--- src/rtl/pic_ack_sequencer.sv ---
// CPU-side strobe sequencer for a cascaded 8259-style PIC array: runs the two-pulse
// INTA cycle, captures the vector, optionally writes a non-specific EOI, and serializes host writes.
module pic_ack_sequencer #(
    parameter int         PULSE_W  = 2,
    parameter int         GAP_W    = 2,
    parameter bit         AUTO_EOI = 1'b1,
    parameter logic [7:0] EOI_CMD  = 8'h20
) (
    input  logic       clk,
    input  logic       rst_n,
    input  logic       INT,
    input  logic       ack_en,
    input  logic       cmd_valid,
    output logic       cmd_ready,
    input  logic       cmd_a0,
    input  logic [7:0] cmd_data,
    output logic       INTA,
    output logic       WR,
    output logic       RD,
    output logic       CS,
    output logic       A0,
    output logic [7:0] D_out,
    output logic       D_oe,
    input  logic [7:0] D_in,
    output logic [7:0] vector,
    output logic       vector_valid,
    output logic       busy
);

    localparam int CNT_MAX = (PULSE_W > GAP_W) ? PULSE_W : GAP_W;
    localparam int CNT_W   = (CNT_MAX > 1) ? $clog2(CNT_MAX) : 1;

    localparam logic [CNT_W-1:0] PULSE_LD = CNT_W'(PULSE_W - 1);
    localparam logic [CNT_W-1:0] GAP_LD   = CNT_W'(GAP_W - 1);
    localparam logic [CNT_W-1:0] ONE_LD   = '0;

    typedef enum logic [2:0] {
        S_IDLE,
        S_INTA1_LO,
        S_INTA1_HI,
        S_INTA2_LO,
        S_VEC_DONE,
        S_WR_SETUP,
        S_WR_LO,
        S_WR_HOLD
    } state_t;

    state_t           r_state;
    state_t           w_state_nxt;
    logic [CNT_W-1:0] r_cnt;
    logic [CNT_W-1:0] w_cnt_nxt;
    logic             r_int_meta;
    logic             r_int_s;
    logic             r_lat_a0;
    logic [7:0]       r_lat_data;
    logic             w_lat_a0_nxt;
    logic [7:0]       w_lat_data_nxt;
    logic             w_capture;
    logic             w_pend;
    logic             w_cnt_done;
    logic             w_wr_phase;

    logic             r_inta;
    logic             r_wr;
    logic             r_cs;
    logic             r_a0;
    logic [7:0]       r_d_out;
    logic             r_d_oe;
    logic [7:0]       r_vector;
    logic             r_vec_valid;
    logic             r_busy;

    // INT comes straight from the PIC pin and is unrelated to clk.
    // NOTE: sequential state uses non-blocking assignments so every flop samples pre-edge values.
    always_ff @(posedge clk or negedge rst_n) begin
        if (!rst_n) begin
            r_int_meta <= 1'b0;
            r_int_s    <= 1'b0;
        end else begin
            r_int_meta <= INT;
            r_int_s    <= r_int_meta;
        end
    end

    assign w_pend     = r_int_s && ack_en;
    assign w_cnt_done = (r_cnt == '0);
    // Gated by rst_n so the host never sees a ready handshake while the block is held in reset.
    assign cmd_ready  = rst_n && (r_state == S_IDLE) && !w_pend;

    // NOTE: every signal written here gets a default first, so no path can infer a latch.
    always_comb begin
        w_state_nxt    = r_state;
        w_cnt_nxt      = r_cnt - CNT_W'(1);
        w_lat_a0_nxt   = r_lat_a0;
        w_lat_data_nxt = r_lat_data;
        w_capture      = 1'b0;
        unique case (r_state)
            S_IDLE: begin
                w_cnt_nxt = ONE_LD;
                if (w_pend) begin
                    w_state_nxt = S_INTA1_LO;
                    w_cnt_nxt   = PULSE_LD;
                end else if (cmd_valid) begin
                    w_state_nxt    = S_WR_SETUP;
                    w_lat_a0_nxt   = cmd_a0;
                    w_lat_data_nxt = cmd_data;
                end
            end
            S_INTA1_LO: begin
                if (w_cnt_done) begin
                    w_state_nxt = S_INTA1_HI;
                    w_cnt_nxt   = GAP_LD;
                end
            end
            S_INTA1_HI: begin
                if (w_cnt_done) begin
                    w_state_nxt = S_INTA2_LO;
                    w_cnt_nxt   = PULSE_LD;
                end
            end
            S_INTA2_LO: begin
                if (w_cnt_done) begin
                    w_state_nxt = S_VEC_DONE;
                    w_cnt_nxt   = ONE_LD;
                    w_capture   = 1'b1;
                end
            end
            S_VEC_DONE: begin
                w_cnt_nxt = ONE_LD;
                if (AUTO_EOI) begin
                    w_state_nxt    = S_WR_SETUP;
                    w_lat_a0_nxt   = 1'b0;
                    w_lat_data_nxt = EOI_CMD;
                end else begin
                    w_state_nxt = S_IDLE;
                end
            end
            S_WR_SETUP: begin
                w_state_nxt = S_WR_LO;
                w_cnt_nxt   = PULSE_LD;
            end
            S_WR_LO: begin
                if (w_cnt_done) begin
                    w_state_nxt = S_WR_HOLD;
                    w_cnt_nxt   = ONE_LD;
                end
            end
            S_WR_HOLD: begin
                w_state_nxt = S_IDLE;
                w_cnt_nxt   = ONE_LD;
            end
            default: begin
                w_state_nxt = S_IDLE;
                w_cnt_nxt   = ONE_LD;
            end
        endcase
    end

    always_ff @(posedge clk or negedge rst_n) begin
        if (!rst_n) begin
            r_state    <= S_IDLE;
            r_cnt      <= '0;
            r_lat_a0   <= 1'b1;
            r_lat_data <= 8'h00;
        end else begin
            r_state    <= w_state_nxt;
            r_cnt      <= w_cnt_nxt;
            r_lat_a0   <= w_lat_a0_nxt;
            r_lat_data <= w_lat_data_nxt;
        end
    end

    // Strobes are decoded from the next state and registered, so the pins never glitch.
    assign w_wr_phase = (w_state_nxt == S_WR_SETUP) || (w_state_nxt == S_WR_LO) ||
                        (w_state_nxt == S_WR_HOLD);

    always_ff @(posedge clk or negedge rst_n) begin
        if (!rst_n) begin
            r_inta      <= 1'b1;
            r_wr        <= 1'b1;
            r_cs        <= 1'b1;
            r_a0        <= 1'b1;
            r_d_out     <= 8'h00;
            r_d_oe      <= 1'b0;
            r_vector    <= 8'h00;
            r_vec_valid <= 1'b0;
            r_busy      <= 1'b0;
        end else begin
            r_inta      <= !((w_state_nxt == S_INTA1_LO) || (w_state_nxt == S_INTA2_LO));
            r_wr        <= (w_state_nxt != S_WR_LO);
            r_cs        <= !w_wr_phase;
            r_a0        <= w_wr_phase ? w_lat_a0_nxt : 1'b1;
            r_d_out     <= w_wr_phase ? w_lat_data_nxt : 8'h00;
            r_d_oe      <= w_wr_phase;
            r_vec_valid <= (w_state_nxt == S_VEC_DONE);
            r_busy      <= (w_state_nxt != S_IDLE);
            if (w_capture) begin
                r_vector <= D_in;
            end
        end
    end

    assign INTA         = r_inta;
    assign WR           = r_wr;
    assign RD           = 1'b1;
    assign CS           = r_cs;
    assign A0           = r_a0;
    assign D_out        = r_d_out;
    assign D_oe         = r_d_oe;
    assign vector       = r_vector;
    assign vector_valid = r_vec_valid;
    assign busy         = r_busy;

endmodule

--- config.mk ---
export PLATFORM = sky130hd
export DESIGN_NAME = pic_ack_sequencer
export DESIGN_NICKNAME = d
export VERILOG_FILES = /design/src/rtl/pic_ack_sequencer.sv
export SDC_FILE = /design/constraint.sdc
export NUM_CORES = 1
export LEC_CHECK = 0
export ABC_AREA = 0
export CAP_MARGIN = 25
export CORE_MARGIN = 1.5
export CORE_UTILIZATION = 45
export DETAILED_ROUTE_END_ITERATION = 8
export HOLD_SLACK_MARGIN = 0.05
export MAX_ROUTING_LAYER = met4
export PLACE_DENSITY = 0.77
export SLEW_MARGIN = 20
export SYNTH_ARGS = -nofsm -noshare
export SYNTH_HDL_FRONTEND = slang
export SYNTH_SLANG_ARGS = --single-unit
--- constraint.sdc ---
create_clock -name clk -period 2 [get_ports clk]
set_clock_uncertainty 0.2 [all_clocks]
set_input_delay 0.3 -clock clk [delete_from_list [all_inputs] [get_ports clk]]
set_output_delay 0.3 -clock clk [all_outputs]
set_load 0.02 [all_outputs]
### Word-level counts from Yosys, hierarchy flattened

Index checks and enable logic that the tools add are counted.

| operators by class | value |
|---|---|
| $add $sub $neg | 1 |
| shift operators | 0 |
| bitwise logic cells | 0 |
| multiplexer cells | 21 |
| divide/modulo/power cells | 0 |
| multiply operators | 0 |
| magnitude comparators | 0 |
| reduce and logical (&&, ||, !) cells | 14 |
| equal/unequal tests | 14 |

Operators by type and width:

| kind | number |
|---|---|
| $eq A3 B3 Y1 const B | 8 |
| $mux W8 | 3 |
| $pmux W3 S8 | 1 |
| $mux W3 | 6 |
| $pmux W8 S2 | 1 |
| $eq A3 B2 Y1 const B | 3 |
| $mux W1 | 8 |
| $eq A3 B1 Y1 const B | 2 |
| $reduce_or A2 Y1 | 3 |
| $pmux W1 S5 | 1 |
| $logic_and A1 B1 Y1 | 3 |
| $logic_not A1 Y1 | 3 |
| $logic_not A3 Y1 | 1 |
| $logic_or A1 B1 Y1 | 3 |
| $ne A3 B3 Y1 const B | 1 |
| $reduce_bool A3 Y1 | 1 |
| $pmux W1 S2 | 1 |
| $sub A1 B1 Y1 const B | 1 |

| word-level totals | value |
|---|---|
| bits in latches | 0 |
| ROM bits | 0 |
| memories | 0 |
| bits in writable memories | 0 |
| output and inout bits | 25 |
| bits of input ports | 22 |
| logic and storage cells | 65 |
| register bits | 38 |

### Longest topological paths before layout

Gate-level depths: netlist of the first run.

| logic depth | value |
|---|---|
| word-level depth | 7 |
| gate-level depth with buffers | 5 |
| mapped depth without buffers | 3 |

### Worst setup path after synthesis of the first run

OpenSTA, ideal clock, no wires.

| path | value |
|---|---|
| path kind | reg2reg |
| from | register r_state[0] |
| to | register r_a0, in the netlist A0 |
| slack | 0.189 ns |
| stages on the path, launching flop included | 6 |
| path buffers | 2 |
| library setup time | 0.083 ns |
| data arrival time | 1.527 ns |
| cells stage by stage | dfrtp_1 -> buf_6 -> or2_0 -> buf_6 -> or3_4 -> a221o_1 |

| between the ends | value |
|---|---|
| cells in the longest elaborated chain, start to end | 7 |

Ends and longest elaborated chain:

| item | RTL line | source |
|---|---|---|
| from (decl) | 48 | `state_t r_state;` |
| from (signal assigned) | 166 | `r_state <= w_state_nxt;` |
| $mux W3 | 103 | `end else if (cmd_valid) begin` |
| $mux W3 | 100 | `if (w_pend) begin` |
| $pmux W3 S8 | 97 | `unique case (r_state)` |
| $eq A3 B3 Y1 | 174 | `assign w_wr_phase = (w_state_nxt == S_WR_SETUP) \|\| (w_state_nxt == S_WR_LO) \|\|` |
| $logic_or A1 B1 Y1 (2 in a row) | 174 |  |
| $mux W1 (*) | 192 | `r_a0 <= w_wr_phase ? w_lat_a0_nxt : 1'b1;` |
| to (signal assigned) | 192 |  |
| to (decl) | 66 | `logic r_a0;` |

Every way passes the cells marked *; elsewhere a longest branch is shown, timed or not.
A chain may end at the register's enable or synchronous reset.

### Worst setup path after layout of the first run

| path | value |
|---|---|
| from | register r_wr, in the netlist WR |
| to | output port WR |

RTL lines:

| item | RTL line | source |
|---|---|---|
| from (decl) | 64 | `logic r_wr;` |
| from (signal assigned) | 190 | `r_wr <= (w_state_nxt != S_WR_LO);` |
| to (decl) | 18 | `output logic WR,` |

No word-level cell between the ends.

==> results of run 1 <==
[where the power goes]
group	switching, mW	total (mW)	internal [mW]
clock	0.258	0.649	0.391
combinational	0.779	1.54	0.758
sequential	0.137	1.22	1.08
[final cells by class]
| type | instances | area, um^2 |
|---|---|---|
| Multi-Input combinational cell | 68 | 493.0 |
| Tap cell | 44 | 55.05 |
| Fill cell | 239 | 933.4 |
| Clock buffer | 5 | 37.54 |
| Timing Repair Buffer | 59 | 556.8 |
| Inverter | 7 | 26.28 |
| Clock inverter | 3 | 68.82 |
| Sequential cell | 38 | 957.2 |
[flip-flops by register name (all words and copies together), names as in the netlist, 3 cells and up]
register	flops
r_lat_data	8
r_state	3
vector	8
D_out	8
[cell usage after synthesis]
master / instances
and3b_1: 2
dfrtp_1: 33
nor4_4: 1
a32oi_1: 1
a2111oi_0: 1
nor2b_1: 1
a2111oi_4: 1
a221oi_1: 1
nand2b_1: 1
nand3_1: 7
a21o_1: 1
o22ai_1: 1
nor2_1: 1
buf_2: 3
or2_0: 1
a22oi_1: 1
o21ai_0: 3
a21boi_0: 1
nand3b_1: 1
xnor2_1: 1
inv_1: 7
conb_1: 1
a221o_1: 1
a21oi_1: 9
o31ai_1: 7
or3_4: 1
o21a_1: 1
clkbuf_1: 2
dfstp_2: 5
nand2_1: 9
buf_4: 1
buf_6: 2
and2_1: 2
a31oi_1: 1
mux2_2: 8
a22o_2: 1
[worst paths after layout]
path | from | slack (ps) | cells past startpoint | endpoint
worst max register to register | r_state[1] | 100 | 4 | A0
min in group asynchronous | rst_n | 320 | 3 | r_lat_data[7]
worst min-delay path | r_int_meta | 150 | 0 | r_int_s
worst max-delay path | WR | 50 | 1 | WR
worst min register to register | r_int_meta | 150 | 0 | r_int_s
max in group asynchronous | rst_n | 900 | 3 | WR
[logic make-up (layout without fill, tap and decap cells)]
logic type / count (synthesis) / count (layout) / share of synthesized area, %
AO/OA/AOI/OAI: 31 / 31 / 14.98
XOR/XNOR: 1 / 1 / 0.5729
buffers and inverters: 15 / 74 / 5.156
flip-flops: 38 / 38 / 62.60
multiplexers: 8 / 8 / 5.892
other: 1 / 1 / 0.2453
AND/OR/NAND/NOR: 27 / 27 / 10.56
[what timing repair did]
item | CTS | global route
hold buffers | 1 | 0
setup buffers | 1 | 0
setup endpoints to repair | 1 | 4
endpoints found under the hold margin | 33 | 0
resized for setup | 5 | 4
pin swaps | 1 | 1
cloned | 0 | 0
[metal layers]
metal,part of all wire (%),GRT usage (%),wire length [um],vias up
li1,-,-,-,538
met1,42,22.10,1294,550
met3,8.2,7.353,251,4
met2,48,28.88,1479,55
met5,0,-,0,-
met4,0.95,5.901,29,0
==> results.json, run 1 <==
{
  "hp-class": "reg -> reg",
  "vias": 1147,
  "maxCapViolCount": 0,
  "placed_cells": 214,
  "cp_cell_sequence": "clkdlybuf4s50_1",
  "synth.top_cell.area_share_pct": 54.01,
  "cp.required_ps": 1500,
  "grt_antenna_before_repair": 0,
  "post_dp_cell_area_um2": 2067,
  "nets": 201,
  "power_mw": 3.406,
  "slowest_stage": "clkdlybuf4s50_1",
  "io_pins": 47,
  "cts_buffers": 5,
  "dpl_worst_slack_ps": -463.1,
  "cts.path.max_buffers": 2,
  "critPathMaxFanout": 1,
  "hold_ws_ps": 151.2,
  "post-route-period-util_pct": 97.33,
  "yosysWarnings": 0,
  "final_hold_viol_count": 0,
  "syn_nets": 143,
  "die_area_um2": 3756,
  "maxSlewViolCount": 0,
  "crit_type": "reg -> out",
  "crit_path_max_incr_delay_ps": 590,
  "final_cell_area_um2": 2195,
  "initial_core_util_pct": 48.88,
  "cp.buffers_inverters": 1,
  "syn_area_per_cell_um2": 12.64,
  "wire_per_inst_um": 13.63,
  "ant_nets": 0,
  "finish.utilization_pct": 70.16,
  "die-height_um": 61.29,
  "yosysSeqAreaShare_pct": 62.60,
  "ys_types": 36,
  "yosys-top-cells-area": "dfrtp_1, dfstp_2, mux2_2, o31ai_1, a21oi_1",
  "cts_sinks": 38,
  "antenna_cells": 0,
  "p_per_area_nw_per_um2": 1552,
  "leakage_nw": 0.9969,
  "drtPass1Iterations": 4,
  "layout_min_cycle_time_ps": 1947,
  "grt_max_degree": 39,
  "hpwl_mm": 2.164,
  "globalplace.congestion": 0.7909,
  "grt_setup_unrepaired": "yes",
  "grtUsageTotal_pct": 18.53,
  "max_freq_mhz": 513.7,
  "fin_cells": 224,
  "vias_per_cell": 5.121,
  "ir_worst_vdd_mv": 0.9824,
  "worstSetupStartpointType": "flop",
  "end_kind": "output pin",
  "cp_top_family": "buffers and inverters",
  "row_count": 20,
  "drc": 0,
  "status": "completed",
  "final_cell_mix": "clkdlybuf4s50_1, dfrtp_1, buf_4",
  "tritoncts": "built",
  "synth_area_um2": 1529,
  "netlist_instances": 121,
  "setup_tns_ps": 0,
  "synth-seq-cells": 38,
  "grt-ovfl-total": 0,
  "core_area_um2": 3128,
  "cts_root_buf": "clkbuf_4",
  "portBuffers": 45,
  "synth_top_area_cell": "dfrtp_1",
  "setup_viol": 0,
  "clk_latency_ps": 350,
  "first_iter_violations": 24,
  "die_x_um": 61.29,
  "drive_gt1_share_pct": 22.22,
  "grt_pass1_vias": 1082,
  "cp.arrival_ps": 1450,
  "clk_pin_slew_ps": 130,
  "layout_commonest_cell": "clkdlybuf4s50_1",
  "setup_ws_ps": 53.48,
  "syn2layout_area_growth_pct": 43.53,
  "grt_pass1_wl_mm": 4.802,
  "drt-total-wl_mm": 3.054,
  "ctsHtreeMaxLevel": 2
}
Note: power is estimated with default switching activity, not from simulation.
==> run 2: changes to the inputs <==
REMOVE_ABC_BUFFERS = 1   (was not set)
==> run 2 against run 1 <==
- maximum frequency is 1.7% higher
- sequential share of layout area is 0.22 points higher
- critical path depth is 2 higher
- total power is 2.9% lower
- via count is 1.0% higher
- clock power is 17% lower
- register-to-register slack hardly changed
- combinational power hardly changed
- largest cell class unchanged
- sequential power hardly changed
==> results.json, run 2 (synthesis results as in run 1) <==
{
  "grt_antenna_before_repair": 0,
  "worstSetupStartpointType": "flop",
  "ant_nets": 0,
  "hpwl_mm": 2.221,
  "cp.arrival_ps": 1410,
  "layout_min_cycle_time_ps": 1914,
  "grt_setup_unrepaired": "no",
  "grt_max_degree": 39,
  "ff2ff_setup_slack_ps": 110,
  "ctsHtreeMaxLevel": 2,
  "antenna_cells": 0,
  "nets": 202,
  "drc": 0,
  "p_per_area_nw_per_um2": 1515,
  "wire_per_inst_um": 13.68,
  "finish.utilization_pct": 69.80,
  "post-route-period-util_pct": 95.70,
  "ir_worst_vdd_mv": 0.9469,
  "clk_latency_ps": 340,
  "core_area_um2": 3128,
  "cp.required_ps": 1500,
  "grt-ovfl-total": 0,
  "die-height_um": 61.29,
  "cts.path.max_buffers": 2,
  "row_count": 20,
  "die_area_um2": 3756,
  "maxSlewViolCount": 0,
  "globalplace.congestion": 0.8026,
  "initial_core_util_pct": 48.88,
  "layout_commonest_cell": "clkdlybuf4s50_1",
  "crit_type": "reg -> out",
  "critPathMaxFanout": 2,
  "hold_ws_ps": 151.4,
  "nFillCells": 236,
  "hp-class": "reg -> reg",
  "grtUsageTotal_pct": 19.03,
  "final_hold_viol_count": 0,
  "max_freq_mhz": 522.5,
  "drive_gt1_share_pct": 22.10,
  "leakage_nw": 0.9935,
  "drt-total-wl_mm": 3.077,
  "vias_per_cell": 5.151,
  "first_iter_violations": 36,
  "clk_pin_slew_ps": 110,
  "cts_buffers": 5,
  "maxCapViolCount": 0,
  "status": "completed",
  "die_x_um": 61.29,
  "final_cell_mix": "clkdlybuf4s50_1, dfrtp_1, buf_4",
  "io_pins": 47,
  "grt_pass1_vias": 1161,
  "cts_root_buf": "clkbuf_4",
  "portBuffers": 45,
  "drtPass1Iterations": 4,
  "end_kind": "output pin",
  "tritoncts": "built",
  "vias": 1159,
  "setup_viol": 0,
  "syn2layout_area_growth_pct": 42.80,
  "grt_pass1_wl_mm": 4.954,
  "cts_sinks": 38
}
## run 2: repair_timing
item / 4_1_cts / 5_1_grt
endpoints found under the hold margin: 33 / 0
hold buffers: 1 / 0
cloned: 0 / 0
pin swaps: 0 / 1
gates resized for setup: 5 / 5
buffers inserted: 0 / 1
setup endpoints to repair: 1 / 5
## run 2: routing by layer
metal  track usage [%]  part of all wire (%)  routed length [um]  vias up
met2             32.52                    50                1552       51
met1             20.83                    41                1276      561
met4             4.348                  0.75                  23        0
met3             7.563                   7.3                 224        3
met5                 -                     0                   0        -
li1                  -                     -                   -      544
## run 2: final timing paths
check / from / endpoint / cells after the start
max in group asynchronous: rst_n / INTA / 3
worst max register to register: r_int_s / D_out[5] / 5
worst max-delay path: r_state[1] / cmd_ready / 3
min in group asynchronous: rst_n / D_out[6] / 3
worst min-delay path: r_int_meta / r_int_s / 0
worst min register to register: r_int_meta / r_int_s / 0
## run 2: power by group
group	switching, mW	internal, mW	leakage (nW)
clock network	0.237	0.299	0.0455
logic	0.788	0.767	0.482
registers	0.135	1.08	0.466
## run 2: stage by stage
| stage | power, mW | setup TNS, ps | setup WS, ps | cells | instance area, um^2 |
|---|---|---|---|---|---|
| global route | 3.516 | 0 | 5.730 | 225 | 2183 |
| global placement | 2.749 | -434.2 | -431.8 | 215 | 2074 |
| detailed placement | 2.804 | -646.4 | -475.2 | 215 | 2074 |
| floorplan | 2.054 | 0 | 124.3 | 113 | 1476 |
| CTS | 3.341 | 0 | 10.91 | 224 | 2163 |
| finish | 3.308 | 0 | 85.96 | 225 | 2183 |
## run 2: layout make-up
type	instances	area, um^2	area share, %
sequential	38	957.2	43.84
multi-input combinational	68	493.0	22.58
clock inverter	1	30.03	1.375
clock buffer	7	55.05	2.521
inverter	7	26.28	1.203
timing repair buffer	60	566.8	25.96
tap	44	55.05	2.521
## run 2: critical path, stage by stage (launching register included)
cell,delay [ps]
dfrtp_1,420
a2111oi_4,340
and2_1,180
buf_4,140
==> run 3: changes to the inputs <==
CORE_MARGIN = not set   (was 1.5)
==> run 3 against run 2 <==
- non-clock buffer count fell by 1
- global-route usage fell by 0.14 points
- sequential cell count did not move
- register-to-register slack improved by 20 ps
- first-iteration DRC count rose by 11%
- routed wire length fell by 1.0%
- clock power fell by 11%
- critical path depth did not move
==> results.json, run 3 (synthesis results as in run 1) <==
{
  "core_area_um2": 3128,
  "hold_depth": 0,
  "ant_nets": 0,
  "hold_ws_ps": 161.3,
  "cp.required_ps": 1500,
  "wl_met1_mm": 1.273,
  "final_hold_viol_count": 0,
  "p_int_mw": 2.090,
  "setup_viol": 0,
  "cts.path.max_buffers": 2,
  "layout_commonest_cell": "clkdlybuf4s50_1",
  "setup_ws_ps": 72.73,
  "hpwl_mm": 2.178,
  "die_area_um2": 3635,
  "slowest_stage": "dfrtp_1",
  "drtPass1Iterations": 4,
  "wl_met2_mm": 1.517,
  "die_x_um": 60.29,
  "clk_pin_slew_ps": 100,
  "post-route-period-util_pct": 96.36,
  "grt_pass1_wl_mm": 4.692,
  "syn2layout_area_growth_pct": 42.14,
  "leakage_nw": 0.9885,
  "cts_setup_buffers": 0,
  "ff2ff_setup_slack_ps": 130,
  "p_sw_mw": 1.162,
  "first_iter_violations": 40,
  "status": "completed",
  "p_comb_share_pct": 47.7,
  "drc": 0,
  "final_cell_area_um2": 2173,
  "maxCapViolCount": 0,
  "portBuffers": 45,
  "grtUsageTotal_pct": 18.88,
  "r2r-start": "r_state[1]",
  "drt-total-wl_mm": 3.045,
  "top_layer_used": "met4",
  "initial_core_util_pct": 48.88,
  "reg2regPathDepth": 4,
  "worstSetupStartpointType": "flop",
  "cp_cell_sequence": "a2111oi_4, and2_1, buf_6",
  "ir_worst_vdd_mv": 0.8261,
  "crit_type": "reg -> out",
  "cts_sinks": 38,
  "grt_pass1_vias": 1093,
  "nets": 201,
  "seqPwrFrac_pct": 37.7,
  "globalplace.congestion": 0.8054,
  "max_freq_mhz": 518.9,
  "grt_setup_unrepaired": "yes",
  "critPathMaxFanout": 2,
  "end_kind": "output pin",
  "layout_min_cycle_time_ps": 1927,
  "grt-ovfl-total": 0,
  "vias": 1159,
  "post_dp_cell_area_um2": 2074,
  "die-height_um": 60.29,
  "clk_latency_ps": 340,
  "crit_path_max_incr_delay_ps": 420,
  "min_from": "r_int_meta",
  "hp-class": "reg -> reg",
  "power_frac_clock_pct": 14.6,
  "finish.utilization_pct": 69.48,
  "cp.arrival_ps": 1430,
  "dpl_worst_slack_ps": -450.9,
  "row_count": 20,
  "io_pins": 47,
  "vias_per_cell": 5.174,
  "drive_gt1_share_pct": 22.22,
  "ctsHtreeMaxLevel": 2,
  "p_sw_share_pct": 35.73,
  "grt_antenna_before_repair": 0,
  "met3_wirelength_um": 228,
  "final_cell_mix": "clkdlybuf4s50_1, dfrtp_1, buf_4",
  "grt_max_degree": 39,
  "cts_buffers": 5,
  "holdPathEnd": "r_int_s",
  "tritoncts": "built",
  "antenna_cells": 0,
  "wire_per_inst_um": 13.59,
  "cts_root_buf": "clkbuf_4",
  "p_per_area_nw_per_um2": 1497,
  "maxSlewViolCount": 0,
  "r2r-end": "A0"
}
## run 3: per-layer routing
metal / global-route usage [%] / vias to the layer above
li1: - / 544
met1: 19.35 / 562
met2: 31.55 / 48
met3: 8.225 / 5
met4: 7.309 / 0
met5: - / -
## run 3: final cells by class
type                    instances  area [um^2]
flip-flops and latches         38        957.2
clock buffers                   8        78.83
multi-input cells              68        493.0
fillers                       233        954.7
inverters                       7        26.28
well taps                      44        55.05
repair buffers                 59        563.0
## run 3: worst max-delay path by stage
stage,endpoint,cells past startpoint,start
after global placement,cmd_ready,4,ack_en
after CTS,A0,1,A0
after detailed placement,cmd_ready,4,ack_en
after floorplan,A0,3,r_state[1]
after global routing,cmd_ready,3,r_state[0]
final,cmd_ready,3,r_state[0]
## run 3: stage by stage
stage	setup TNS (ps)	power [mW]	instances
final	0	3.252	224
after detailed placement	-611.5	2.804	215
after floorplan	0	2.054	113
after global routing	-14.70	3.439	224
after global placement	-424.4	2.750	215
after CTS	0	3.289	224
## run 3: worst max-delay path, delay by kind of cell (launching register included)
kind / cells / cell delay (ps)
compound gates: 1 / 370
buf+inv: 1 / 110
flops: 1 / 420
simple gates: 1 / 190
## run 3: power by group through the flow
stage / combinational (mW) / clock [mW] / sequential, mW
6_report: 1.55 / 0.475 / 1.23
4_1_cts: 1.57 / 0.493 / 1.23
5_1_grt: 1.67 / 0.517 / 1.26
3_5_place_dp: 1.56 / 0 / 1.25
3_3_place_gp: 1.53 / 0 / 1.22
2_1_floorplan: 0.518 / 0 / 1.54
## run 3: timing repair
action | in CTS | in global routing
endpoints found under the hold margin | 33 | 0
resized for setup | 5 | 6
pin swaps | 1 | 2
hold buffers | 1 | 0
endpoints found under the setup margin | 1 | 5
